===== config.mk =====
export PLATFORM = sky130hd
export DESIGN_NAME = counter_cmp_load_flat
export DESIGN_NICKNAME = d
export VERILOG_FILES = /design/src/rtl/counter_cmp_load_if.sv /design/src/rtl/counter_cmp_load.sv /design/src/flat_wrapper.sv
export SDC_FILE = /design/constraint.sdc
export NUM_CORES = 1
export LEC_CHECK = 0
export BUFFER_PORTS_ARGS = -buffer_cell sky130_fd_sc_hd__buf_4
export CAP_MARGIN = 10
export CORE_MARGIN = 5
export CORE_UTILIZATION = 40
export DETAILED_ROUTE_END_ITERATION = 10
export GPL_ROUTABILITY_DRIVEN = 0
export REMOVE_ABC_BUFFERS = 1
export SYNTH_ARGS = -nofsm -noshare
export SYNTH_HDL_FRONTEND = slang
export SYNTH_SLANG_ARGS = --single-unit
export TNS_END_PERCENT = 50

===== constraint.sdc =====
create_clock -name clk -period 2.35 [get_ports clk]
set_input_delay 0.1175 -clock clk [delete_from_list [all_inputs] [get_ports clk]]
set_output_delay 0.1175 -clock clk [all_outputs]
set_load 0.02 [all_outputs]

===== src/rtl/counter_cmp_load_if.sv =====
// Control/status bundle for the loadable compare counter.
// Master drives the controls, slave (the counter) drives the status.
interface counter_cmp_load_if #(
  parameter int WIDTH = 4,
  parameter int CNT_W = 8
);
  logic             en;
  logic             up;
  logic             load;
  logic [WIDTH-1:0] data;
  logic             cmp_we;
  logic [WIDTH-1:0] cmp_data;
  logic             clr_wraps;
  logic [WIDTH-1:0] count;
  logic             match;
  logic             tc;
  logic             done;
  logic [CNT_W-1:0] wrap_cnt;

  modport master (
    output en, up, load, data,
    output cmp_we, cmp_data, clr_wraps,
    input  count, match, tc, done, wrap_cnt
  );

  modport slave (
    input  en, up, load, data,
    input  cmp_we, cmp_data, clr_wraps,
    output count, match, tc, done, wrap_cnt
  );
endinterface


===== src/rtl/counter_cmp_load.sv =====
// Loadable up/down counter with compare register, wrap or
// one-shot terminal handling, tc pulse and saturating wrap count.
module counter_cmp_load #(
  parameter int WIDTH   = 4,
  parameter int CNT_W   = 8,
  parameter int ONESHOT = 0
) (
  input logic              clk,
  input logic              rst,
  counter_cmp_load_if.slave bus
);
  localparam bit ONE = (ONESHOT != 0);

  logic [WIDTH-1:0] count_q, count_d;
  logic [WIDTH-1:0] cmp_q, cmp_d;
  logic             tc_q, tc_d;
  logic             done_q, done_d;
  logic [CNT_W-1:0] wrap_q, wrap_d;
  logic             run;
  logic             term;

  always_comb begin
    run  = bus.en & ~done_q & ~bus.load;
    term = run & (bus.up ? (count_q >= cmp_q)
                         : (count_q == '0));
  end

  always_comb begin
    count_d = count_q;
    done_d  = done_q;
    tc_d    = term;
    cmp_d   = bus.cmp_we ? bus.cmp_data : cmp_q;
    wrap_d  = wrap_q;
    if (bus.load) begin
      count_d = bus.data;
      done_d  = 1'b0;
    end else if (term) begin
      // one-shot parks at the terminal value
      if (ONE) begin
        done_d = 1'b1;
      end else begin
        count_d = bus.up ? '0 : cmp_q;
      end
    end else if (run) begin
      count_d = bus.up ? count_q + WIDTH'(1)
                       : count_q - WIDTH'(1);
    end
    if (bus.clr_wraps) begin
      wrap_d = '0;
    end else if (term && wrap_q != '1) begin
      wrap_d = wrap_q + CNT_W'(1);
    end
  end

  always_ff @(posedge clk) begin
    if (rst) begin
      count_q <= '0;
      cmp_q   <= '1;
      tc_q    <= 1'b0;
      done_q  <= 1'b0;
      wrap_q  <= '0;
    end else begin
      count_q <= count_d;
      cmp_q   <= cmp_d;
      tc_q    <= tc_d;
      done_q  <= done_d;
      wrap_q  <= wrap_d;
    end
  end

  assign bus.count    = count_q;
  assign bus.match    = (count_q == cmp_q);
  assign bus.tc       = tc_q;
  assign bus.done     = done_q;
  assign bus.wrap_cnt = wrap_q;
endmodule


===== src/flat_wrapper.sv =====
// flat-port wrapper written by rule: the top's interface ports become plain ports
module counter_cmp_load_flat 
#(
  parameter int WIDTH   = 4,
  parameter int CNT_W   = 8,
  parameter int ONESHOT = 0
)
  (clk, rst, bus_en, bus_up, bus_load, bus_data, bus_cmp_we, bus_cmp_data, bus_clr_wraps, bus_count, bus_match, bus_tc, bus_done, bus_wrap_cnt);
  counter_cmp_load_if #(.WIDTH(WIDTH), .CNT_W(CNT_W)) bus_i ();
  input logic clk;
  input logic rst;
  input wire logic [$bits(bus_i.en)-1:0] bus_en;
  input wire logic [$bits(bus_i.up)-1:0] bus_up;
  input wire logic [$bits(bus_i.load)-1:0] bus_load;
  input wire logic [$bits(bus_i.data)-1:0] bus_data;
  input wire logic [$bits(bus_i.cmp_we)-1:0] bus_cmp_we;
  input wire logic [$bits(bus_i.cmp_data)-1:0] bus_cmp_data;
  input wire logic [$bits(bus_i.clr_wraps)-1:0] bus_clr_wraps;
  output wire logic [$bits(bus_i.count)-1:0] bus_count;
  output wire logic [$bits(bus_i.match)-1:0] bus_match;
  output wire logic [$bits(bus_i.tc)-1:0] bus_tc;
  output wire logic [$bits(bus_i.done)-1:0] bus_done;
  output wire logic [$bits(bus_i.wrap_cnt)-1:0] bus_wrap_cnt;
  assign bus_i.en = bus_en;
  assign bus_i.up = bus_up;
  assign bus_i.load = bus_load;
  assign bus_i.data = bus_data;
  assign bus_i.cmp_we = bus_cmp_we;
  assign bus_i.cmp_data = bus_cmp_data;
  assign bus_i.clr_wraps = bus_clr_wraps;
  assign bus_count = bus_i.count;
  assign bus_match = bus_i.match;
  assign bus_tc = bus_i.tc;
  assign bus_done = bus_i.done;
  assign bus_wrap_cnt = bus_i.wrap_cnt;
  counter_cmp_load #(.WIDTH(WIDTH), .CNT_W(CNT_W), .ONESHOT(ONESHOT)) u_core (.clk(clk), .rst(rst), .bus(bus_i));
endmodule

==> key figures, run 1 <==
Clock network
  • Resized cells post-CTS: 0
  • CTS clk-pin slew, worst paths: around 0.10 ns
  • Total CTS buffers: 3
  • Clk Latency, worst-skew pair: about 0.30 ns
  • CTS H-tree depth: 1
  • Clock buffer depth: 2
  • CTS tree: yes
  • Clock sink count: 17
  • Root Buffer: clkbuf_4
  • Post-CTS Setup Inserts: 0
  • Post-CTS Hold Buffers: 0

Power and ir drop
  • Power Dens Cells: about 470 nW/um2
  • Worst VDD drop: 0.3126 mV
  • Final Power: around 0.62 mW
  • Cell leakage power: 0.6191 nW

Floorplan
  • Chip Width: just over 60 um
  • Initial Utilization: 0.4219
  • Die Area: 3764 um2
  • CORE AREA: approximately 2500 um2
  • I/O pin count: 30
  • Core Rows: 18
  • Die height: 61.35 um

Timing
  • Final setup violation count: 0
  • Final slew viol count: 0
  • Hold slack: approximately 0.029 ns
  • Total negative slack: 0 ns
  • Final worst-path cycle share: 0.9175
  • Final hold violations: 0
  • RSZ-0062 raised after global routing: false
  • Clock Skew: between 0.001 and 0.0015 ns
  • F_max: 463.8 MHz
  • Min cycle time layout: 2.156 ns

Synthesis
  • Post-synthesis cell area: about 1100 um2
  • Ys async rst share: 0
  • Post-synth EDFFs: 0
  • Syn. warnings: 0
  • Cells after synthesis: 124
  • Ys flop type: dfxtp_1
  • Synth area leader: dfxtp_1
  • Yosys cell types: 43
  • Sequential share of the synthesized area: 0.3227
  • Ranking of synthesized cells by area: dfxtp_1, ha_1, a21oi_1, mux2i_1, nand3_1
  • Yosys reg bits: 17
  • Post-synth top area share: 0.3227
  • Synthesized area per cell: approximately 8.5 um2
  • Top-count cell post-synth: dfxtp_1
  • Synth cell count leaders: dfxtp_1, a21oi_1, inv_1, nor2_1

Finish
  • Layout cell share with drive strength beyond 1: 0.2517
  • Final nets: about 180
  • Multi-input gate area: ~650 um2
  • Fill count: about 240
  • Diode count: 0
  • P&R area growth vs syn: 23.84%
  • Non-filler cells, final: about 180
  • FF+latch area: roughly 340 um2

Critical path
  • Crit path launch type: flop
  • Crit path cell chain: inv_1 > ha_1 > nand4_1 > and4b_1 > a21o_1 > or4_1 > a21oi_1
  • Worst-path fanout max: 13
  • Highest-delay cell along the critical path: or4_1
  • Slowest stage delay, CP: about 0.54 ns
  • Delay-heaviest family, CP: simple AND/OR/NAND/NOR gates
  • Worst EP required: roughly 2.6 ns
  • Worst EP arrival: ~2.4 ns
  • CP endpoint kind: flop
  • Worst path bufs/invs: 1
  • Crit Path Class: flop to flop

Routing
  • DRC: 0
  • Total vias in the final route: 993
  • Routed WL: 2566 um
  • DRT iter0 DRCs: between 40 and 50
  • Drt wl/cell: 14.18 um
  • Vias/cell: between 5 and 6
  • Pre-antenna DRT Iters: 4
  • Final ANT Viol Nets: 0

Global routing
  • GRT Util Overall: 0.1528
  • First-pass GRT wire length: about 4200 um
  • Vias in the first global route: around 960
  • Antenna violations before repair: 0
  • Grt ovf: 0
  • Largest net degree at the start of global routing: 14

Status
  • Status: finished, final reports clean

Placed design
  • Placed Instances: approximately 180
  • I/O Buffers: 28
  • Detail Placement HPWL: between 2000 and 2500 um

Job
  • Maxcap violations: 0

Min path
  • Min-Delay Path Class: input port to flop
==> layout make-up <==
class	instances	area share
multi-input combinational	92	0.4943
tap	30	0.02874
timing repair buffer	30	0.1724
sequential	17	0.2605
inverter	8	0.02299
clock buffer	3	0.01724
clock inverter	1	0.003831
==> metrics by stage <==
stage,setup WS [ns],cell area (um2),utilization
floorplan,0.2168,1016,-
global placement,0.2616,1279,0.5115
detailed placement,0.2090,1279,0.5115
CTS,0.1913,1306,0.5225
global route,0.06197,1306,0.5225
finish,0.1938,1306,0.5225
==> state kept, by name, summed over array words and instances (netlist names) <==
name                 flops
u_core.bus.wrap_cnt      8
u_core.bus.count         4
u_core.cmp_q             4
u_core.bus.tc            1
==> cell families (layout without fill, tap and decap cells) <==
logic type,after synthesis,in the layout,share of synthesized area
simple gates,43,43,0.2266
compound gates,34,34,0.2254
flops,17,17,0.3227
buf+inv,15,42,0.06524
fa+ha+maj,8,8,0.1020
mux,4,4,0.03796
xor+xnor,2,2,0.01661
other cells,1,1,0.003555
==> cell usage in the layout, fill, tap and decap left out, types with 2 or more instances in the layout <==
| cell | n |
|---|---|
| o21ai_0 | 3 |
| o211ai_1 | 4 |
| a21oi_1 | 9 |
| nor2b_1 | 2 |
| dfxtp_1 | 17 |
| or3_1 | 4 |
| and3_1 | 4 |
| clkbuf_4 | 3 |
| a31oi_1 | 2 |
| o41ai_1 | 2 |
| mux2i_1 | 4 |
| a21o_1 | 2 |
| inv_1 | 8 |
| nand4_1 | 2 |
| nand2_1 | 7 |
| o311ai_0 | 2 |
| nor3b_1 | 3 |
| a41oi_1 | 2 |
| nand3_1 | 6 |
| ha_1 | 7 |
| nor2_1 | 8 |
| buf_4 | 30 |
==> routing by layer <==
metal	part of all wire	global-route usage	vias to the layer above
li1	-	-	511
met1	0.42	0.1745	448
met2	0.49	0.2613	28
met3	0.065	0.05031	6
met4	0.018	0.06364	0
met5	0	0	-
==> worst register-to-register path, delay by kind of cell (launching register included) <==
kind | cells | cell delay, ns
AO/OA/AOI/OAI | 2 | 0.43
adder cells (fa/ha/maj) | 1 | 0.28
buffers and inverters | 1 | 0.09
flip-flops | 1 | 0.45
AND/OR/NAND/NOR | 3 | 0.85
==> power breakdown <==
part | internal, mW | switching (mW)
Clock | 0.0635 | 0.0993
Combinational | 0.0684 | 0.0727
Sequential | 0.300 | 0.0140
Total | 0.432 | 0.186
==> worst paths after layout <==
check / start / endpoint / slack [ns] / depth (start not counted)
setup / recovery: u_core.bus.count[0]$_SDFFE_PP0P_ / u_core.bus.wrap_cnt[7]$_SDFFE_PP0P_ / 0.19 / 7
hold / removal: bus_cmp_data[0] / u_core.cmp_q[0]$_SDFFE_PP1P_ / 0.03 / 3
setup reg to reg: u_core.bus.count[0]$_SDFFE_PP0P_ / u_core.bus.wrap_cnt[7]$_SDFFE_PP0P_ / 0.19 / 7
hold reg to reg: u_core.bus.wrap_cnt[6]$_SDFFE_PP0P_ / u_core.bus.wrap_cnt[6]$_SDFFE_PP0P_ / 0.52 / 2
No activity file was read; power rests on OpenSTA's default activity.
==> run 2, diff against run 1 <==
--- a/config.mk
+++ b/config.mk
@@ -7,7 +7,7 @@
 export LEC_CHECK = 0
 export BUFFER_PORTS_ARGS = -buffer_cell sky130_fd_sc_hd__buf_4
 export CAP_MARGIN = 10
-export CORE_MARGIN = 5
+export CORE_MARGIN = 1
 export CORE_UTILIZATION = 40
 export DETAILED_ROUTE_END_ITERATION = 10
 export GPL_ROUTABILITY_DRIVEN = 0
==> key figures, run 2 (synthesis gave the netlist of run 1 again) <==
Status
  • Status: finished, final reports clean

Clock network
  • Clock sink count: 17 (unchanged)
  • Root Buffer: clkbuf_4
  • Total CTS buffers: 3 (unchanged)
  • Clock buffer depth: 2 (unchanged)
  • CTS H-tree depth: 1 (unchanged)
  • CTS tree: yes
  • CTS clk-pin slew, worst paths: 0.11 ns (about the same)
  • Clk Latency, worst-skew pair: 0.30 ns (about the same)
  • Post-CTS Hold Buffers: 0 (unchanged)

Finish
  • Max reg flops: 8 (unchanged)
  • Non-filler cells, final: 180 (-0.55%)
  • Layout cell share with drive strength beyond 1: 0.2533 (+0.001678)
  • Fill count: 253 (+5.0%)
  • Post-Route Utilization: 0.5247 (+0.002224)
  • Commonest non-fill, non-tap cell in the layout: buf_4
  • Final nets: 174 (-0.57%)
  • P&R area growth vs syn: 23.25%
  • Commonest non-fill, non-tap cells in the layout: buf_4, dfxtp_1, a21oi_1, inv_1, nor2_1
  • Final instance area: 1300 um2 (-0.48%)
  • Diode count: 0 (unchanged)

Min path
  • Worst Min Path Start: bus_cmp_data[1]
  • Worst hold endpoint: u_core.cmp_q[1]$_SDFFE_PP1P_
  • Hold path depth: 3 (unchanged)
  • Min-Delay Path Class: input port to flop

Floorplan
  • Initial Utilization: 0.4258 (+0.003836)
  • Die height: 53.35 um (-13%)
  • Die Area: 2846 um2 (-24%)
  • I/O pin count: 30 (unchanged)
  • CORE AREA: 2477 um2 (-0.90%)
  • Chip Width: 53.35 um (-13%)
  • Core Rows: 18 (unchanged)

Power and ir drop
  • Sw power: 0.1924 mW (+3.4%)
  • Gate power share: 0.233 (+0.005)
  • Internal power: 0.4320 mW (about the same)
  • Cell leakage power: 0.6140 nW (-0.84%)
  • Power Dens Cells: 480.3 nW/um2 (+1.5%)
  • Worst VDD drop: 0.3431 mV (+9.8%)
  • Switch share: 0.3081 (+0.007082)
  • Final Power: 0.6244 mW (+1.1%)
  • Seq pwr share: 0.502 (-0.006)
  • Clock share of power: 0.265 (about the same)

Routing
  • Total vias in the final route: 1033 (+4.0%)
  • Drt wl/cell: 14.42 um (+1.7%)
  • Pre-antenna DRT Iters: 4 (unchanged)
  • Routed WL: 2595 um (+1.1%)
  • Vias/cell: 5.739 (+4.6%)
  • DRT iter0 DRCs: 27 (-40%)
  • Final ANT Viol Nets: 0 (unchanged)
  • DRC: 0 (unchanged)

Critical path
  • Worst EP required: 2.59 ns (about the same)
  • CP endpoint kind: flop
  • FF-to-FF path depth: 7 (unchanged)
  • Worst EP arrival: 2.34 ns (-0.06 ns)
  • R2r setup slk: 0.26 ns (+0.06 ns)
  • Crit Path Class: flop to flop
  • Reg-to-reg endpoint: u_core.bus.wrap_cnt[7]$_SDFFE_PP0P_
  • R2R Path Start: u_core.bus.count[0]$_SDFFE_PP0P_
  • Crit path launch type: flop
  • Worst-path fanout max: 13 (unchanged)

Timing
  • Final hold violations: 0 (unchanged)
  • Min cycle time layout: 2.095 ns (-0.06125 ns)
  • F_max: 477.3 MHz (+2.9%)
  • Final worst-path cycle share: 0.8915 (-0.02606)
  • Total negative slack: 0 ns (unchanged)
  • RSZ-0062 raised after global routing: false
  • Final setup violation count: 0 (unchanged)
  • Final slew viol count: 0 (unchanged)
  • Clock Skew: 0.006214 ns (+0.004738 ns)

Job
  • Maxcap violations: 0 (unchanged)

Global routing
  • Grt ovf: 0 (unchanged)
  • Vias in the first global route: 940 (-2.2%)
  • Largest net degree at the start of global routing: 14 (unchanged)
  • First-pass GRT wire length: 4257 um (+1.5%)
  • Antenna violations before repair: 0 (unchanged)
  • GRT Util Overall: 0.2117 (+0.05890)

Placed design
  • I/O Buffers: 28 (unchanged)
  • Placed Area: 1271 um2 (-0.59%)
  • Placed Instances: 176 (-0.56%)
  • Detail Placement HPWL: 1948 um (-3.7%)
[run 2: repair_timing]
action,4_1_cts,5_1_grt
endpoints found under the setup margin,0,1
gates resized for setup,0,1
setup buffers,0,0
[run 2: layout make-up]
type,instances,area [um2],area share
tap,30,37.54,0.02887
clock inverter,1,5.005,0.003850
clock buffer,3,22.52,0.01732
sequential,17,341.6,0.2628
timing repair buffer,29,217.7,0.1675
inverter,8,30.03,0.02310
multi-input combinational,92,645.6,0.4966
[run 2: stage by stage]
stage	hold WS (ns)	setup slack [ns]
3_3_place_gp	0.3341	0.2599
6_report	0.02891	0.2550
2_1_floorplan	0.1869	0.2168
3_5_place_dp	0.3404	0.1848
4_1_cts	0.02725	0.1672
5_1_grt	0.03079	0.09246
[run 2: worst max-delay path by stage]
stage	startpoint	endpoint	depth (start not counted)
2_1_floorplan	u_core.bus.count[0]$_SDFFE_PP0P_	u_core.bus.wrap_cnt[7]$_SDFFE_PP0P_	7
3_3_place_gp	u_core.bus.count[0]$_SDFFE_PP0P_	u_core.bus.wrap_cnt[7]$_SDFFE_PP0P_	7
3_5_place_dp	u_core.bus.count[0]$_SDFFE_PP0P_	u_core.bus.wrap_cnt[7]$_SDFFE_PP0P_	7
4_1_cts	u_core.bus.count[0]$_SDFFE_PP0P_	u_core.bus.wrap_cnt[7]$_SDFFE_PP0P_	7
5_1_grt	u_core.bus.count[0]$_SDFFE_PP0P_	u_core.bus.wrap_cnt[7]$_SDFFE_PP0P_	7
6_report	u_core.bus.count[0]$_SDFFE_PP0P_	u_core.bus.wrap_cnt[7]$_SDFFE_PP0P_	7
[run 2: power by group through the flow]
stage / registers (mW) / clock network (mW) / logic (mW)
after floorplan: 0.326 / 0 / 0.0762
after global placement: 0.319 / 0 / 0.142
after detailed placement: 0.320 / 0 / 0.145
after CTS: 0.313 / 0.170 / 0.146
after global routing: 0.315 / 0.185 / 0.162
final: 0.313 / 0.165 / 0.146
[run 2: metal layers]
layer  part of all wire  vias to the layer above  GRT usage  routed length, um
li1                   -                      510          -                  -
met4             0.0066                        0    0.07456                 17
met5                  0                        -          0                  0
met3              0.043                        2    0.06322                111
met2               0.51                       26     0.3688               1336
met1               0.44                      495     0.2397               1130
[run 2: critical path, cell delays in order (launching register included)]
cell and delay, ns:
dfxtp_2 0.40, inv_1 0.08, ha_1 0.28, nand4_1 0.10
and4b_1 0.22, a21o_1 0.30, or4_1 0.54, a21oi_1 0.14
==> run 3, diff against run 2 <==
==> constraint.sdc (replaced) <==
create_clock -name clk -period 2.35 [get_ports clk]
set_input_delay 0.47 -clock clk [delete_from_list [all_inputs] [get_ports clk]]
set_output_delay 0.47 -clock clk [all_outputs]
set_load 0.02 [all_outputs]
==> key figures, run 3 (synthesis gave the netlist of run 1 again) <==
Floorplan
  • Die height: 53.35 um (unchanged)
  • Chip Width: 53.35 um (unchanged)
  • I/O pin count: 30 (unchanged)
  • Die Area: 2846 um2 (unchanged)
  • Core Rows: 18 (unchanged)
  • Initial Utilization: 0.4258 (unchanged)
  • CORE AREA: 2477 um2 (unchanged)

Critical path
  • Slowest stage delay, CP: 0.55 ns (about the same)
  • Crit path cell chain: inv_1 > ha_1 > nand4_1 > and4b_1 > a21o_1 > or4_1 > a21oi_1
  • FF-to-FF path depth: 7 (unchanged)
  • Cell count along the critical path: 7 (unchanged)
  • CP endpoint kind: flop
  • Worst EP required: 2.58 ns (about the same)
  • Worst-path fanout max: 13 (unchanged)
  • Crit Path Class: flop to flop
  • Crit path launch type: flop
  • Delay-heaviest family, CP: simple AND/OR/NAND/NOR gates
  • Reg-to-reg endpoint: u_core.bus.wrap_cnt[7]$_SDFFE_PP0P_
  • Highest-delay cell along the critical path: or4_1
  • R2R Path Start: u_core.bus.count[0]$_SDFFE_PP0P_
  • Worst EP arrival: 2.35 ns (about the same)
  • R2r setup slk: 0.22 ns (-0.03 ns)
  • Worst path bufs/invs: 1 (unchanged)

Routing
  • Vias/cell: 5.694 (-0.77%)
  • Routed WL: 2572 um (-0.89%)
  • Met3 WL: 114 um (+2.7%)
  • Met2 WL: 1242 um (-7.0%)
  • Total vias in the final route: 1025 (-0.77%)
  • Top Layer Used: met4
  • DRC: 0 (unchanged)
  • Final ANT Viol Nets: 0 (unchanged)
  • DRT iter0 DRCs: 22 (-19%)
  • Pre-antenna DRT Iters: 5 (+1)
  • WL met1: 1169 um (+3.5%)
  • Drt wl/cell: 14.29 um (-0.89%)

Finish
  • Max reg flops: 8 (unchanged)
  • Final nets: 174 (unchanged)
  • P&R area growth vs syn: 23.25% (unchanged)
  • Commonest non-fill, non-tap cell in the layout: buf_4
  • Non-filler cells, final: 180 (unchanged)
  • Commonest non-fill, non-tap cells in the layout: buf_4, dfxtp_1, a21oi_1, inv_1, nor2_1
  • Layout cell share with drive strength beyond 1: 0.2533 (unchanged)
  • Diode count: 0 (unchanged)

Global routing
  • GRT Util Overall: 0.1993 (-0.01237)
  • Vias in the first global route: 948 (+0.85%)
  • First-pass GRT wire length: 4036 um (-5.2%)
  • Antenna violations before repair: 0 (unchanged)
  • Largest net degree at the start of global routing: 14 (unchanged)
  • Grt ovf: 0 (unchanged)

Placed design
  • I/O Buffers: 28 (unchanged)
  • Placed Instances: 176 (unchanged)
  • Detail Placement HPWL: 1952 um (+0.24%)

Timing
  • RSZ-0062 raised after global routing: false
  • Final hold violations: 0 (unchanged)
  • Total negative slack: 0 ns (unchanged)
  • Min cycle time layout: 2.126 ns (+0.03065 ns)
  • Clock Skew: 0.002452 ns (-0.003762 ns)
  • Final slew viol count: 0 (unchanged)
  • Final worst-path cycle share: 0.9045 (+0.01304)
  • Final setup violation count: 0 (unchanged)
  • F_max: 470.4 MHz (-1.4%)

Clock network
  • Clock buffer depth: 2 (unchanged)
  • CTS clk-pin slew, worst paths: 0.10 ns (about the same)
  • Total CTS buffers: 3 (unchanged)
  • CTS tree: yes
  • Clock sink count: 17 (unchanged)
  • Root Buffer: clkbuf_4
  • Post-CTS Hold Buffers: 0 (unchanged)
  • CTS H-tree depth: 1 (unchanged)
  • Clk Latency, worst-skew pair: 0.28 ns (-0.02 ns)

Min path
  • Worst hold endpoint: u_core.cmp_q[0]$_SDFFE_PP1P_
  • Min-Delay Path Class: input port to flop
  • Worst Min Path Start: bus_cmp_data[0]
  • Hold path depth: 3 (unchanged)

Power and ir drop
  • Cell leakage power: 0.6140 nW (unchanged)
  • Worst VDD drop: 0.3018 mV (-12%)
  • Final Power: 0.6163 mW (-1.3%)
  • Power Dens Cells: 474.1 nW/um2 (-1.3%)

Status
  • Status: finished, final reports clean

Job
  • Maxcap violations: 0 (unchanged)
run 3: cell counts in the layout (fill, tap and decap cells not counted):
Identical to the previous run, type by type.
run 3: per-layer routing:
layer  track usage  vias to the layer above
met5             0                        -
met4       0.09649                        0
met3       0.02586                        6
met2        0.3438                       41
met1        0.2384                      468
li1              -                      510
run 3: worst register-to-register path, delay by kind of cell, from the launching register on:
family | cells | cell delay (ns)
adders and majority gates | 1 | 0.28
and+or+nand+nor | 3 | 0.88
buffers and inverters | 1 | 0.08
DFF | 1 | 0.40
AOI/OAI and AO/OA | 2 | 0.44
run 3: repair_timing:
item	4_1_cts	5_1_grt
endpoints found under the setup margin	0	1
buffers inserted	0	0
gates resized for setup	0	1
endpoints found under the hold margin	0	0
run 3: area by class of cell:
class / count / area, um2
clock buffer: 3 / 22.52
clock inverter: 1 / 5.005
fill: 239 / 1177
inverter: 8 / 30.03
multi-input combinational: 92 / 645.6
sequential: 17 / 341.6
tap: 30 / 37.54
timing repair buffer: 29 / 217.7
run 3: worst max path at each step:
stage                                          end                        startpoint  slack [ns]
6_report       u_core.bus.wrap_cnt[7]$_SDFFE_PP0P_  u_core.bus.count[0]$_SDFFE_PP0P_        0.22
5_1_grt        u_core.bus.wrap_cnt[7]$_SDFFE_PP0P_  u_core.bus.count[0]$_SDFFE_PP0P_        0.06
4_1_cts        u_core.bus.wrap_cnt[7]$_SDFFE_PP0P_  u_core.bus.count[0]$_SDFFE_PP0P_        0.18
3_5_place_dp   u_core.bus.wrap_cnt[7]$_SDFFE_PP0P_  u_core.bus.count[0]$_SDFFE_PP0P_        0.19
3_3_place_gp   u_core.bus.wrap_cnt[7]$_SDFFE_PP0P_  u_core.bus.count[0]$_SDFFE_PP0P_        0.25
2_1_floorplan  u_core.bus.wrap_cnt[7]$_SDFFE_PP0P_  u_core.bus.count[0]$_SDFFE_PP0P_        0.22
run 3: through the flow:
step           hold WS (ns)  setup WS [ns]    util  cell area [um2]
2_1_floorplan        0.4624         0.2168       -             1016
3_3_place_gp         0.4928         0.2514  0.5131             1271
3_5_place_dp         0.5023         0.1929  0.5131             1271
4_1_cts              0.3815         0.1823  0.5242             1299
5_1_grt              0.3831        0.06491  0.5247             1300
6_report             0.3941         0.2244  0.5247             1300
run 3: where the power goes:
group,internal [mW],switching [mW],total [mW]
sequential,0.300,0.0138,0.314
clock,0.0632,0.0927,0.156
combinational,0.0688,0.0775,0.146
total,0.432,0.184,0.616
